<file path="src/rtl/if_id_stage.sv">
// rtl/if_id_stage.sv - fetch/decode pipeline register with a small skid buffer
// Holds decode outputs on stall, injects NOP bubbles, buffers fetch responses during stalls.
module if_id_stage #(
    parameter int          DEPTH = 2,
    parameter logic [31:0] NOP   = 32'h00000013
) (
    input  logic        clk,
    input  logic        rst,
    input  logic        imem_valid,
    input  logic [31:0] instruction_in,
    input  logic [31:0] pc_in,
    input  logic [31:0] pre_pc_in,
    input  logic        stall,
    input  logic        flush,
    output logic        fetch_ready,
    output logic [31:0] instruction_out,
    output logic [31:0] pc_out,
    output logic [31:0] pre_pc_out,
    output logic        valid_out
);
    localparam int PW = (DEPTH > 1) ? $clog2(DEPTH) : 1;
    localparam int CW = $clog2(DEPTH + 1);

    logic [95:0]   buf_q [DEPTH];
    logic [PW-1:0] rd_ptr_q, rd_ptr_d;
    logic [PW-1:0] wr_ptr_q, wr_ptr_d;
    logic [CW-1:0] count_q, count_d;
    logic [31:0]   instr_q, instr_d;
    logic [31:0]   pc_q, pc_d;
    logic [31:0]   pre_pc_q, pre_pc_d;
    logic          valid_q, valid_d;
    logic          accept;
    logic          push;
    logic [95:0]   head;

    assign fetch_ready = rst && (count_q < CW'(DEPTH));
    assign accept      = imem_valid && fetch_ready;
    assign head        = buf_q[rd_ptr_q];

    always_comb begin
        rd_ptr_d = rd_ptr_q;
        wr_ptr_d = wr_ptr_q;
        count_d  = count_q;
        instr_d  = instr_q;
        pc_d     = pc_q;
        pre_pc_d = pre_pc_q;
        valid_d  = valid_q;
        push     = 1'b0;
        if (flush) begin
            rd_ptr_d = '0;
            wr_ptr_d = '0;
            count_d  = '0;
            instr_d  = NOP;
            pc_d     = '0;
            pre_pc_d = '0;
            valid_d  = 1'b0;
        end else if (stall) begin
            if (accept) begin
                push     = 1'b1;
                wr_ptr_d = wr_ptr_q + PW'(1);
                count_d  = count_q + CW'(1);
            end
        end else if (count_q != '0) begin
            // Drain the buffer first so instruction order is preserved.
            {instr_d, pc_d, pre_pc_d} = head;
            valid_d  = 1'b1;
            rd_ptr_d = rd_ptr_q + PW'(1);
            if (accept) begin
                push     = 1'b1;
                wr_ptr_d = wr_ptr_q + PW'(1);
            end else begin
                count_d = count_q - CW'(1);
            end
        end else if (accept) begin
            instr_d  = instruction_in;
            pc_d     = pc_in;
            pre_pc_d = pre_pc_in;
            valid_d  = 1'b1;
        end else begin
            instr_d = NOP;
            valid_d = 1'b0;
        end
    end

    always_ff @(posedge clk) begin
        if (!rst) begin
            rd_ptr_q <= '0;
            wr_ptr_q <= '0;
            count_q  <= '0;
            instr_q  <= NOP;
            pc_q     <= '0;
            pre_pc_q <= '0;
            valid_q  <= 1'b0;
        end else begin
            rd_ptr_q <= rd_ptr_d;
            wr_ptr_q <= wr_ptr_d;
            count_q  <= count_d;
            instr_q  <= instr_d;
            pc_q     <= pc_d;
            pre_pc_q <= pre_pc_d;
            valid_q  <= valid_d;
        end
    end

    always_ff @(posedge clk) begin
        if (rst && push) begin
            buf_q[wr_ptr_q] <= {instruction_in, pc_in, pre_pc_in};
        end
    end

    assign instruction_out = instr_q;
    assign pc_out          = pc_q;
    assign pre_pc_out      = pre_pc_q;
    assign valid_out       = valid_q;
endmodule

</file>
<file path="config.mk">
export PLATFORM = sky130hd
export DESIGN_NAME = if_id_stage
export DESIGN_NICKNAME = d
export VERILOG_FILES = /design/src/rtl/if_id_stage.sv
export SDC_FILE = /design/constraint.sdc
export NUM_CORES = 1
export LEC_CHECK = 0
export CAP_MARGIN = 15
export CORE_ASPECT_RATIO = 1.2
export CORE_MARGIN = 3
export CORE_UTILIZATION = 35
export DETAILED_ROUTE_END_ITERATION = 12
export PLACE_DENSITY = 0.56
export SYNTH_ARGS = -nofsm -noshare
export SYNTH_HDL_FRONTEND = slang
export SYNTH_SLANG_ARGS = --single-unit
</file>
<file path="constraint.sdc">
create_clock -name clk -period 43.2 [get_ports clk]
set_clock_uncertainty 0.05 [all_clocks]
set_input_delay 8.64 -clock clk [delete_from_list [all_inputs] [get_ports clk]]
set_output_delay 8.64 -clock clk [all_outputs]
set_load 0.02 [all_outputs]
</file>
==> out/qor_table.md, run 1 <==
| Metric | This run |
|:---|:---|
| Violation count after the first detailed-route iteration | 310 |
| Critical path launch point type | primary input |
| Count of standard-cell rows | 71 |
| Worst hold endpoint | instruction_out[27]$_SDFFE_PP0N_ |
| Run status | complete, no violations |
| Dpl hpwl | 15000 um |
| Count of maximum capacitance violations | 0 |
| Maximum number of pins on one net before global-route repair | 73 |
| Number of buffers on the longest clock path | 3 |
| Ordered cell list for the critical path | clkdlybuf4s50_1 > nor2b_1 > clkdlybuf4s50_1 |
| H-tree lvl count | 1 |
| Mean routed wirelength per cell | 19.9 um |
| Maximum single-stage delay on the critical path | 610 ps |
| Area of the die | 34100 um^2 |
| Clock tree from TritonCTS | done |
| Post-synthesis area per instance | 14.4 um^2 |
| RSZ-0062 raised after global routing | no |
| Worst IR drop on VDD | 0.0000254 V |
| Normalized max-slew margin | 28.4% |
| Count of unresolved DRC violations after routing | 0 |
| Layout cells sized above 1 | 10.0% |
| Prevailing post-synth register cell | edfxtp_1 |
| Cell with the largest stage delay on the worst path | clkdlybuf4s50_1 |
| Leftover overflow at the end of global routing | 0 |
| Weighted congestion reported at the end of routability-driven placement | 0.712 |
| Cell area after layout | 14400 um^2 |
| Type of the worst setup path | primary input to output port |
| Worst Path Max Fanout | 3 |
| Number of setup buffers added after CTS | 0 |
| Net Switching | 0.000127 W |
| FF-to-FF Start | count_q[1]$_SDFFE_PP0P_ |
| Final worst setup slack | 24620 ps |
| Setup-failing EPs final | 0 |
| Clock insertion delay at the later pin of the skew report | 540 ps |
| Remaining antenna violation count after routing | 0 |
| Area share of the largest cell type after synthesis | 51.7% |
| Post-synth EDFFs | 192 |
| Most common cell in the netlist | edfxtp_1 |
| Post-cts repair resize count | 0 |
| Post-synthesis cell count | 775 |
| Worst reg2reg path depth | 4 |
| Num ports | 199 |
| Number of sinks on the clock net | 294 |
| Total clock buffers created by CTS | 30 |
| Seq cells post-synth | 294 |
| Vertical die dimension | 202 um |
| Length of the first detailed-routing pass in iterations | 4 |
| Power per cell area | 41.8 nW/um^2 |
| Tot GR Track Use | 15.8% |
| Total wirelength of the detailed-routed design | 27500 um |
| Final-layout setup total negative slack | 0 ps |
| Setup slack after placement | 24600 ps |
| Hold depth | 2 |
| CORE AREA | 31400 um^2 |
| Initial antenna violation count | 1 |
| Measured slew at the worst slew-check pin | 1070 ps |
| Cell family with most CP delay | buffers and inverters |
| Min-delay worst type | flop to flop |
| Horizontal extent of the die | 169 um |
| Signal arrival time at the worst endpoint | 9890 ps |
| Hold-fix buffers, CTS | 0 |
| Number of I/O port buffers | 198 |
| Number of vias after detailed routing | 7128 |
| Top achievable clock speed | 0.0538 GHz |
| R2R Setup Slk | 40450 ps |
| Cell-internal power | 0.000475 W |
| Synth unique cells | 35 |
| Ranking of synthesized cells by area | edfxtp_1 52%, dfxtp_1 18%, mux2i_1 6.0% |
| Number of hold violations in the final report | 0 |
| Reg power frac | 50.8% |
| Count of buffering cells on the critical path with inverters included | 2 |
| Capturing point of the worst reg2reg path | buf_q[1][17]$_DFFE_PP_ |
| Wire length of the first global-routing pass | 43100 um |
| Via/cell ratio | 5.17 |
| Share of flip-flops with an asynchronous set or reset after synthesis | 0% |
| Switching Share | 21.1% |
| Biggest area consumer among synthesized cells | edfxtp_1 |
| Nets | 1054 |
| Most common cell on crit path | clkdlybuf4s50_1 |
| Commonest cells in the netlist | 192 x edfxtp_1, 102 x dfxtp_1, 96 x a21oi_1, 67 x mux2i_1, 65 x nor3_1 |
| Leakage power figure | 4.65 nW |
| Gate power share | 6.7% |
| CTS root buf | clkbuf_16 |
| Fillcell total | 2831 |
| Kind of end point of the critical path | output port |
| Post-synthesis sequential area ratio | 70.0% |
| Total power of the final layout | 0.000603 W |
| Synthesized netlist net count | 876 |
| Vias in the first global route | 7514 |
| Origin of the worst min-delay path | instruction_out[27]$_SDFFE_PP0N_ |
| Final period util | 43.0% |
| Yosys warnings | 0 |
| Clock transition at the register clock pins on the worst setup and hold paths after CTS | 60 ps |
| Initial core utilization | 35.6% |
| Final min period | 18580 ps |
| Area grow syn2layout | 29.1% |
| Area of the mapped netlist | 11200 um^2 |
| Final slew viol count | 0 |
| Area after detailed placement | 13400 um^2 |
| Share of power burned in the clock network | 42.5% |
| Endpoint required time on the critical path | 34510 ps |
-- power groups by stage --
| stage | clock [W] | sequential [W] | combinational (W) |
|---|---|---|---|
| final | 0.000256 | 0.000306 | 0.0000403 |
| after global routing | 0.000275 | 0.000306 | 0.0000438 |
| after CTS | 0.000264 | 0.000306 | 0.0000409 |
| after detailed placement | 0 | 0.000312 | 0.0000407 |
| after global placement | 0 | 0.000312 | 0.0000402 |
| after floorplan | 0 | 0.000315 | 0.0000168 |
-- metal layers --
layer / wire length [um] / global-route usage (%) / up-vias
met5: 0 / 0 / -
met4: 539 / 3.97 / 0
met3: 1500 / 3.12 / 40
met2: 13600 / 27.3 / 170
met1: 11800 / 20.3 / 3552
li1: - / - / 3366
-- worst max path at each step --
stage / end / cells after the start / start
6_report: fetch_ready / 3 / rst
3_3_place_gp: fetch_ready / 3 / rst
2_1_floorplan: buf_q[1][0]$_DFFE_PP_ / 4 / flush
4_1_cts: fetch_ready / 3 / rst
3_5_place_dp: fetch_ready / 3 / rst
5_1_grt: fetch_ready / 3 / rst
-- sequential cells by signal (all words and copies together), names as in the netlist, named ones only --
name	cells
buf_q	192
instruction_out	32
pc_out	32
pre_pc_out	32
count_q	2
rd_ptr_q	1
valid_out	1
wr_ptr_q	1
-- layout make-up --
type                       instances  area [um^2]  area share [%]
tap                              401          502            3.48
antenna                            1         2.50          0.0174
multi-input combinational        410         2990            20.8
clock buffer                      42          837            5.81
sequential                       294         7820            54.3
inverter                           4         15.0           0.104
timing repair buffer             213         2090            14.5
clock inverter                    14          144           0.999
-- layout by cell type (no fill, tap or decap), types with 2 or more instances in the layout --
master,instances
clkbuf_16,31
clkinv_2,4
inv_1,4
nor3_1,65
nor2_1,4
edfxtp_1,192
dfxtp_4,3
mux2_2,29
bufinv_16,3
nor2b_1,2
clkbuf_8,2
clkinvlp_4,2
nand2_1,31
clkinv_1,5
dfxtp_1,99
a221oi_1,3
a32oi_1,29
buf_4,15
a211o_1,3
clkbuf_1,9
a22o_1,64
a21oi_1,96
mux2i_1,67
clkdlybuf4s50_1,198
-- kinds of logic after synthesis --
| logic type | count (synthesis) | synth area share, % |
|---|---|---|
| flip-flops | 294 | 70.0 |
| AO/OA/AOI/OAI | 200 | 12.5 |
| AND/OR/NAND/NOR | 112 | 4.90 |
| multiplexers | 96 | 8.93 |
| buffers and inverters | 71 | 3.55 |
| XOR/XNOR | 2 | 0.157 |
-- worst min-delay path, stage by stage (launching register included) --
cell and delay, ps:
dfxtp_1 310, nand2_1 60, a21oi_1 50
-- stage by stage --
step / hold slack, ps / instances / utilization (%)
floorplan: 416 / 775 / -
global placement: 397 / 1322 / 42.8
detailed placement: 405 / 1322 / 42.8
CTS: 417 / 1378 / 45.9
global route: 432 / 1379 / 45.9
finish: 414 / 1379 / 45.9
Power figures use the tool's default switching activity.
==> inputs of run 2 (changes only) <==
==> constraint.sdc (replaced) <==
create_clock -name clk -period 19 [get_ports clk]
set_clock_uncertainty 0.05 [all_clocks]
set_input_delay 3.8 -clock clk [delete_from_list [all_inputs] [get_ports clk]]
set_output_delay 3.8 -clock clk [all_outputs]
set_load 0.02 [all_outputs]
==> run 2 against run 1 <==
Effect of this change:
- core utilization about the same
- sequential cell count unchanged
- register-to-register slack worse by 24000 ps
- final cell count down 0.22%
- design area about the same
- die area unchanged
- non-clock buffer count down 2
- sequential share of layout area about the same
- total power up 130%
- count of clock-buffer cells in the layout up 3
- combinational power up 120%
- via count down 1.5%
- critical endpoint unchanged
==> out/qor_table.md, run 2 (same netlist as run 1, synthesis figures left out) <==
| Metric | This run |
|:---|:---|
| Worst Path Max Fanout | 3 |
| Number of hold violations in the final report | 0 |
| Initial antenna violation count | 0 |
| Measured slew at the worst slew-check pin | 1070 ps |
| Cell-internal power | 0.00108 W |
| Fillcell total | 2807 |
| Hold depth | 2 |
| Horizontal extent of the die | 169 um |
| Clock insertion delay at the later pin of the skew report | 540 ps |
| Vertical die dimension | 202 um |
| Reg power frac | 51.0% |
| Setup-failing EPs final | 0 |
| Signal arrival time at the worst endpoint | 5060 ps |
| Violation count after the first detailed-route iteration | 339 |
| Share of power burned in the clock network | 42.6% |
| Wire length of the first global-routing pass | 42200 um |
| Length of the first detailed-routing pass in iterations | 4 |
| Most common cell on crit path | clkdlybuf4s50_1 |
| Count of standard-cell rows | 71 |
| Area grow syn2layout | 29.0% |
| CTS root buf | clkbuf_16 |
| Count of unresolved DRC violations after routing | 0 |
| Count of maximum capacitance violations | 0 |
| Vias in the first global route | 7337 |
| Final period util | 46.9% |
| Initial core utilization | 35.6% |
| Final min period | 8910 ps |
| Setup slack after placement | 10090 ps |
| Run status | complete, no violations |
| Final slew viol count | 0 |
| Min-delay worst type | flop to flop |
| Nets | 1052 |
| Clock tree from TritonCTS | done |
| Tot GR Track Use | 15.4% |
| Number of setup buffers added after CTS | 0 |
| Most flop-heavy register | buf_q |
| Critical path launch point type | primary input |
| Cell with the largest stage delay on the worst path | clkdlybuf4s50_1 |
| Number of sinks on the clock net | 294 |
| Sequential Area | 7820 um^2 |
| Total wirelength of the detailed-routed design | 27000 um |
| Total clock buffers created by CTS | 30 |
| Number of cells on the critical path | 3 |
| Mean routed wirelength per cell | 19.7 um |
| Worst reg2reg path depth | 4 |
| Via/cell ratio | 5.10 |
| Leftover overflow at the end of global routing | 0 |
| Number of diodes added for antenna fixing | 0 |
| Top achievable clock speed | 0.112 GHz |
| Number of flip-flops in the largest register | 192 |
| Kind of end point of the critical path | output port |
| Ordered cell list for the critical path | clkdlybuf4s50_1 > nor2b_1 > clkdlybuf4s50_1 |
| Number of I/O port buffers | 198 |
| H-tree lvl count | 1 |
| Final worst setup slack | 10090 ps |
| Clock transition at the register clock pins on the worst setup and hold paths after CTS | 60 ps |
| Dpl hpwl | 15200 um |
| Maximum single-stage delay on the critical path | 610 ps |
| Net Switching | 0.000291 W |
| RSZ-0062 raised after global routing | no |
| Count of buffering cells on the critical path with inverters included | 2 |
| Most frequent cells in the layout | 198 x clkdlybuf4s50_1, 192 x edfxtp_1, 99 x dfxtp_1 |
| Number of vias after detailed routing | 7018 |
| Endpoint required time on the critical path | 15150 ps |
| Total power of the final layout | 0.00137 W |
| Hold-fix buffers, CTS | 0 |
| Footprint of the multi-input gates | 2990 um^2 |
| Final-layout setup total negative slack | 0 ps |
| Type of the worst setup path | primary input to output port |
| Number of buffers on the longest clock path | 3 |
| Cell family with most CP delay | buffers and inverters |
| Num ports | 199 |
| Post-cts repair resize count | 0 |
| Gate power share | 6.5% |
| Area of the die | 34100 um^2 |
| Maximum number of pins on one net before global-route repair | 75 |
| Worst IR drop on VDD | 0.0000548 V |
| Leakage power figure | 4.66 nW |
| Power per cell area | 95.2 nW/um^2 |
| Layout cells sized above 1 | 10.3% |
| CORE AREA | 31400 um^2 |
| Most common cell after layout, fill and taps aside | clkdlybuf4s50_1 |
| Normalized max-slew margin | 29.0% |
| Remaining antenna violation count after routing | 0 |
| Switching Share | 21.2% |
| Weighted congestion reported at the end of routability-driven placement | 0.716 |
-- run 2: cell types whose count changed in the layout (fill, tap and decap cells not counted), sizes merged --
| cell | delta |
|---|---|
| clkbuf | +3 |
| clkinvlp | -1 |
| buf | -2 |
| clkinv | -1 |
| diode | -1 |
| bufinv | -1 |
-- run 2: area by class of cell --
cell class              count  share of cell area (%)
flip-flops and latches    294                    54.3
multi-input cells         410                    20.8
repair buffers            211                    14.4
well taps                 401                    3.49
clock buffers              45                    6.11
inverters                   4                   0.104
clock inverters            11                   0.748
-- run 2: final timing paths --
| path | end | slack [ps] | startpoint |
|---|---|---|---|
| setup / recovery | fetch_ready | 10090 | rst |
| hold / removal | instruction_out[19]$_SDFFE_PP0N_ | 410 | instruction_out[19]$_SDFFE_PP0N_ |
| setup reg to reg | instruction_out[1]$_SDFFE_PP1N_ | 16070 | count_q[0]$_SDFFE_PP0P_ |
| hold reg to reg | instruction_out[19]$_SDFFE_PP0N_ | 410 | instruction_out[19]$_SDFFE_PP0N_ |
-- run 2: routing by layer --
| metal | GRT usage (%) | up-vias | part of all wire (%) |
|---|---|---|---|
| met5 | 0 | - | 0 |
| li1 | - | 3358 | - |
| met2 | 27.4 | 158 | 51 |
| met1 | 19.6 | 3471 | 43 |
| met3 | 3.01 | 31 | 4.8 |
| met4 | 3.07 | 0 | 1.4 |
-- run 2: worst min-delay path, cell delays in order (launching register included) --
cell and delay (ps):
dfxtp_1 310, nand2_1 60, a21oi_1 50
-- run 2: power groups by stage --
stage | Combinational [W] | Clock, W | Sequential (W)
3_3_place_gp | 0.0000883 | 0 | 0.000713
6_report | 0.0000885 | 0.000584 | 0.000699
3_5_place_dp | 0.0000892 | 0 | 0.000713
4_1_cts | 0.0000894 | 0.000599 | 0.000699
2_1_floorplan | 0.0000383 | 0 | 0.000717
5_1_grt | 0.0000963 | 0.000628 | 0.000700
-- run 2: metrics by stage --
| step | utilization, % | instance area [um^2] | cells | hold WS [ps] |
|---|---|---|---|---|
| 5_1_grt | 45.9 | 14400 | 1376 | 439 |
| 6_report | 45.9 | 14400 | 1376 | 411 |
| 2_1_floorplan | - | 11200 | 775 | 416 |
| 3_5_place_dp | 42.8 | 13400 | 1320 | 402 |
| 4_1_cts | 45.9 | 14400 | 1376 | 414 |
| 3_3_place_gp | 42.8 | 13400 | 1320 | 398 |
